[src/rtl/nkmm_prog_loader.sv]
// Boot loader: length header + big-endian words into pmem, CPU held in reset until done.
// Optional trailing XOR checksum byte when NKMM_LOADER_CHECKSUM_EN is defined.
module nkmm_prog_loader #(
    parameter int ADDR_WIDTH = 8,
    parameter int INSN_WIDTH = 32
) (
    input  logic                  clk,
    input  logic                  rst_n,
    input  logic                  start_i,
    input  logic [7:0]            byte_i,
    input  logic                  byte_valid_i,
    output logic                  byte_ready_o,
    output logic                  pmem_we_o,
    output logic [ADDR_WIDTH-1:0] pmem_addr_o,
    output logic [INSN_WIDTH-1:0] pmem_data_o,
    output logic                  cpu_rst_o,
    output logic                  busy_o,
    output logic                  err_o
);

    typedef enum logic [2:0] {
        S_IDLE, S_LEN_HI, S_LEN_LO, S_DATA, S_CSUM, S_RUN, S_ERROR
    } state_e;

    localparam int unsigned MAX_WORDS = 1 << ADDR_WIDTH;

    state_e                state_q, state_d;
    logic [15:0]           len_q, len_d;
    logic [23:0]           asm_q, asm_d;
    logic [1:0]            bcnt_q, bcnt_d;
    logic [ADDR_WIDTH:0]   wcnt_q, wcnt_d;
    logic                  we_q, we_d;
    logic [ADDR_WIDTH-1:0] addr_q, addr_d;
    logic [INSN_WIDTH-1:0] data_q, data_d;
    logic                  rx_q, rx_d;
    logic                  crst_q, crst_d;
    logic                  err_q, err_d;
    logic                  xfer;
    logic [15:0]           len_full;
    state_e                done_st;
`ifdef NKMM_LOADER_CHECKSUM_EN
    logic [7:0]            csum_q, csum_d;
    assign done_st = S_CSUM;
`else
    assign done_st = S_RUN;
`endif

    assign xfer     = byte_valid_i & rx_q;
    assign len_full = {len_q[15:8], byte_i};

    always_comb begin
        state_d = state_q;
        len_d   = len_q;
        asm_d   = asm_q;
        bcnt_d  = bcnt_q;
        wcnt_d  = wcnt_q;
        we_d    = 1'b0;
        addr_d  = addr_q;
        data_d  = data_q;
`ifdef NKMM_LOADER_CHECKSUM_EN
        csum_d  = csum_q;
        if (xfer && state_q != S_CSUM) begin
            csum_d = csum_q ^ byte_i;
        end
`endif
        unique case (state_q)
            S_IDLE, S_RUN, S_ERROR: begin
                if (start_i) begin
                    state_d = S_LEN_HI;
                    len_d   = '0;
                    bcnt_d  = '0;
                    wcnt_d  = '0;
`ifdef NKMM_LOADER_CHECKSUM_EN
                    csum_d  = '0;
`endif
                end
            end
            S_LEN_HI: begin
                if (xfer) begin
                    len_d[15:8] = byte_i;
                    state_d     = S_LEN_LO;
                end
            end
            S_LEN_LO: begin
                if (xfer) begin
                    len_d = len_full;
                    if (len_full == 16'd0) begin
                        state_d = done_st;
                    end else if ({1'b0, len_full} > 17'(MAX_WORDS)) begin
                        state_d = S_ERROR;
                    end else begin
                        state_d = S_DATA;
                    end
                end
            end
            S_DATA: begin
                if (xfer) begin
                    asm_d  = {asm_q[15:0], byte_i};
                    bcnt_d = bcnt_q + 2'd1;
                    if (bcnt_q == 2'd3) begin
                        we_d   = 1'b1;
                        addr_d = wcnt_q[ADDR_WIDTH-1:0];
                        data_d = INSN_WIDTH'({asm_q, byte_i});
                        wcnt_d = wcnt_q + {{ADDR_WIDTH{1'b0}}, 1'b1};
                        if (17'(wcnt_d) == {1'b0, len_q}) begin
                            state_d = done_st;
                        end
                    end
                end
            end
`ifdef NKMM_LOADER_CHECKSUM_EN
            S_CSUM: begin
                if (xfer) begin
                    state_d = (byte_i == csum_q) ? S_RUN : S_ERROR;
                end
            end
`endif
            default: state_d = S_IDLE;
        endcase
    end

    // Release the CPU only once RUN has been held for a full cycle.
    assign rx_d   = state_d inside {S_LEN_HI, S_LEN_LO, S_DATA, S_CSUM};
    assign crst_d = !(state_q == S_RUN && state_d == S_RUN);
    assign err_d  = state_d == S_ERROR;

    always_ff @(posedge clk or negedge rst_n) begin
        if (!rst_n) begin
            state_q <= S_IDLE;
            len_q   <= '0;
            asm_q   <= '0;
            bcnt_q  <= '0;
            wcnt_q  <= '0;
            we_q    <= 1'b0;
            addr_q  <= '0;
            data_q  <= '0;
            rx_q    <= 1'b0;
            crst_q  <= 1'b1;
            err_q   <= 1'b0;
`ifdef NKMM_LOADER_CHECKSUM_EN
            csum_q  <= '0;
`endif
        end else begin
            state_q <= state_d;
            len_q   <= len_d;
            asm_q   <= asm_d;
            bcnt_q  <= bcnt_d;
            wcnt_q  <= wcnt_d;
            we_q    <= we_d;
            addr_q  <= addr_d;
            data_q  <= data_d;
            rx_q    <= rx_d;
            crst_q  <= crst_d;
            err_q   <= err_d;
`ifdef NKMM_LOADER_CHECKSUM_EN
            csum_q  <= csum_d;
`endif
        end
    end

    assign byte_ready_o = rx_q;
    assign busy_o       = rx_q;
    assign pmem_we_o    = we_q;
    assign pmem_addr_o  = addr_q;
    assign pmem_data_o  = data_q;
    assign cpu_rst_o    = crst_q;
    assign err_o        = err_q;

endmodule

[config.mk]
export PLATFORM = sky130hd
export DESIGN_NAME = nkmm_prog_loader
export DESIGN_NICKNAME = d
export VERILOG_FILES = /design/src/rtl/nkmm_prog_loader.sv
export SDC_FILE = /design/constraint.sdc
export NUM_CORES = 1
export LEC_CHECK = 0
export ABC_AREA = 1
export BUFFER_PORTS_ARGS = -buffer_cell sky130_fd_sc_hd__clkbuf_2
export CORE_MARGIN = 3
export CORE_UTILIZATION = 52
export CTS_CLUSTER_SIZE = 25
export DETAILED_ROUTE_END_ITERATION = 6
export PLACE_DENSITY = 0.8
export RECOVER_POWER = 100
export SLEW_MARGIN = 20
export SYNTH_ARGS = -nofsm -noshare
export SYNTH_HDL_FRONTEND = slang
export SYNTH_SLANG_ARGS = --single-unit
[constraint.sdc]
create_clock -name clk -period 1.6 [get_ports clk]
set_input_delay 0.16 -clock clk [delete_from_list [all_inputs] [get_ports clk]]
set_output_delay 0.16 -clock clk [all_outputs]
set_load 0.01 [all_outputs]
==> results.cfg <==
[sta]
drv_slew = 0
rsz0062_at_grt = true
max_slew_margin = 0.5517
setup_violations = 84
fin_setup_tns_ns = -5.901
hold_viol = 0
finClkSkew_ns = 0.01000
fin_crit_ns = 1.774
fmax_mhz = 563.6
finalCritPeriodShare = 1.109
setup_ws_ns = -0.1743
tightest_slew_ns = 0.6725

[pwr]
netSwitchingPower_w = 0.003162
irDropWorstVdd_v = 0.0008150
p_per_area_nw_per_um2 = 1516
sw_frac_of_total = 0.3813
p_int_w = 0.005131
clkPwrFrac = 0.194
p_leak_nw = 2.632
power_frac_seq = 0.415
total_power_w = 0.008292
combPwrFrac = 0.392

[final_layout]
areaGrowthSynthToFinish_pct = 27.09
regArea_um2 = 2459
final_common_cell = nand2_1
antenna_cells = 0
n_fill_cell = 583
final_nets = 609
final_cell_mix = 120 x nand2_1, 93 x dfrtp_1, 59 x inv_1, 46 x clkbuf_1, 38 x o21ai_0
fin_util = 0.6935
stdcell_area_um2 = 5470
drive_gt1_frac = 0.2437
multi_input_area_um2 = 1619

[logic_synthesis]
synth_edf_count = 0
ys_async_sr_fraction = 1.000
syn_area_um2 = 4304
synth.area.top_cells = dfrtp_1 56%, nand2_1 12%, inv_1 5.2%
yosysTopAreaCell = dfrtp_1
syn_nets = 501
syn_avg_cell_area_um2 = 8.838
ys_seq_area_frac = 0.5701
yosysWarnings = 0
synthCells = 487
synth.distinct_cells = 32
yosysTopAreaCellShare = 0.5640
synth_seq_cells = 98
ys.flop_type = dfrtp_1

[global_route]
grt_start_max_net_pins = 41
first_global_vias = 3563
antenna_found_initial = 0
gr-usage-all-layers = 0.2266
grt_pass1_wl_um = 17170
overflow = 0

[placement]
finalWeightedCongestion = 0.8858
port-buffer-count = 56
hpwl_um = 6649
pre_cts_slack_ns = -0.1909
place_area_um2 = 4912

[clocking]
cts_buffers = 9
clockBufferDepth = 2
htree_levels = 3
cts_tree = built
insertion_delay_ns = 0.37
clock-root-buffer = clkbuf_8
clock-sinks = 98
clk_pin_slew_ns = 0.09

[floorplanning]
die_h_um = 96.98
core_um2 = 7888
rows = 32
ios = 57
dieArea_um2 = 9405
start_util = 0.5457
die_x_um = 96.98

[outcome]
status = finished with violations
violations = setup timing

[routing]
vias = 3753
routed_wl_um = 10820
drt_iter0_markers = 322
first_pass_iters = 6
drt-vias-per-instance = 5.354
wire_per_inst_um = 15.44
antenna_left = 0
drcViolationCount = 0

[worst_setup_path]
cp.required_ns = 1.86
crit_path_cell_trace = inv_2, nand2_4, nor2_8, inv_4, nor2_2, buf_6, o21ai_2, a21oi_2, buf_2, o21bai_1
setup.worst_path.start_class = register
criticalPathCategory = reg -> reg
crit_family = buffers and inverters
cp_max_fo = 4
slowest_stage = dfrtp_1
arrival_ns = 2.03
cp_num_buf_inv = 4
cp-end-kind = register
max_stage_delay_ns = 0.41

[job]
maxCapViolCount = 0

[worst_hold_path]
hold_class = in -> reg
==> timing repair <==
action	4_1_cts	5_1_grt
hold endpoints to repair	24	0
gates resized for setup	34	17
pin swaps	11	2
setup buffers	16	6
hold buffers	1	0
cloned	3	4
endpoints found under the setup margin	52	91
==> per-stage QoR <==
| step | instances | hold WS (ns) |
|---|---|---|
| after detailed placement | 656 | 0.1079 |
| after floorplan | 487 | -0.1356 |
| final | 701 | 0.06931 |
| after global placement | 656 | 0.1054 |
| after global routing | 701 | 0.08412 |
| after CTS | 691 | 0.07848 |
==> state kept, by name (all words and copies together), names as in the netlist <==
name and cells:
bcnt_q 2, pmem_addr_o 8, len_q 16, wcnt_q 9
state_q 3, asm_q 24, cpu_rst_o 1, pmem_we_o 1
busy_o 1, pmem_data_o 32, err_o 1
==> cell type report <==
| class | count | share of cell area |
|---|---|---|
| flip-flops and latches | 98 | 0.4495 |
| multi-input cells | 304 | 0.2960 |
| clock inverters | 4 | 0.009607 |
| inverters | 69 | 0.05055 |
| repair buffers | 111 | 0.1425 |
| well taps | 102 | 0.02333 |
| clock buffers | 11 | 0.02585 |
| repair inverters | 2 | 0.002745 |
==> logic make-up (layout without fill, tap and decap cells) <==
kind of cell,Yosys count,after routing,share of synthesized area
compound gates,97,97,0.1270
buf+inv,85,197,0.08430
flops,98,98,0.5701
fa+ha+maj,2,2,0.005813
simple gates,203,203,0.2087
xor+xnor,2,2,0.004071
==> worst paths after layout <==
| path | from | endpoint | slack [ns] | cells after the start |
|---|---|---|---|---|
| worst max-delay path | state_q[2]$_DFF_PN0_ | wcnt_q[0]$_DFFE_PN0P_ | -0.17 | 10 |
| worst min-delay path | byte_i[7] | pmem_data_o[7]$_DFFE_PN0P_ | 0.07 | 3 |
| worst max register to register | state_q[2]$_DFF_PN0_ | wcnt_q[0]$_DFFE_PN0P_ | -0.17 | 10 |
| worst min register to register | pmem_data_o[30]$_DFFE_PN0P_ | pmem_data_o[30]$_DFFE_PN0P_ | 0.48 | 2 |
| max in group asynchronous | rst_n | wcnt_q[0]$_DFFE_PN0P_ | 0.24 | 3 |
| min in group asynchronous | rst_n | pmem_addr_o[5]$_DFFE_PN0P_ | 0.35 | 2 |
==> worst reg2reg max path, stage by stage (launching register included) <==
cell	delay, ns
dfrtp_1	0.41
inv_2	0.09
nand2_4	0.08
nor2_8	0.14
inv_4	0.04
nor2_2	0.22
buf_6	0.16
o21ai_2	0.07
a21oi_2	0.18
buf_2	0.20
o21bai_1	0.08
==> metal layers <==
layer | track usage | part of all wire
met3 | 0.04254 | 0.052
met4 | 0.09071 | 0.017
met5 | 0 | 0
met2 | 0.3562 | 0.48
met1 | 0.3120 | 0.45
==> synthesized netlist by cell type (2+ instances only) <==
master and n:
dfrtp_1 97, inv_2 6, a21oi_1 2, o22ai_1 5, inv_1 60, nand2_2 2, buf_6 3, nor2_8 3
buf_1 2, nor2_1 17, nand4_1 5, nor2_2 3, o21ai_2 10, o21ai_0 39, clkbuf_1 2, buf_2 7
inv_4 2, nand3_1 38, nand2_1 132, ha_1 2, buf_4 2, o21ai_1 38
==> power by group through the flow <==
stage          Clock [W]  Sequential, W  Combinational [W]
2_1_floorplan          0        0.00348            0.00181
3_3_place_gp           0        0.00346            0.00273
3_5_place_dp           0        0.00346            0.00282
4_1_cts          0.00161        0.00342            0.00310
5_1_grt          0.00171        0.00351            0.00360
6_report         0.00160        0.00344            0.00325
Note: power is estimated with default switching activity, not from simulation.
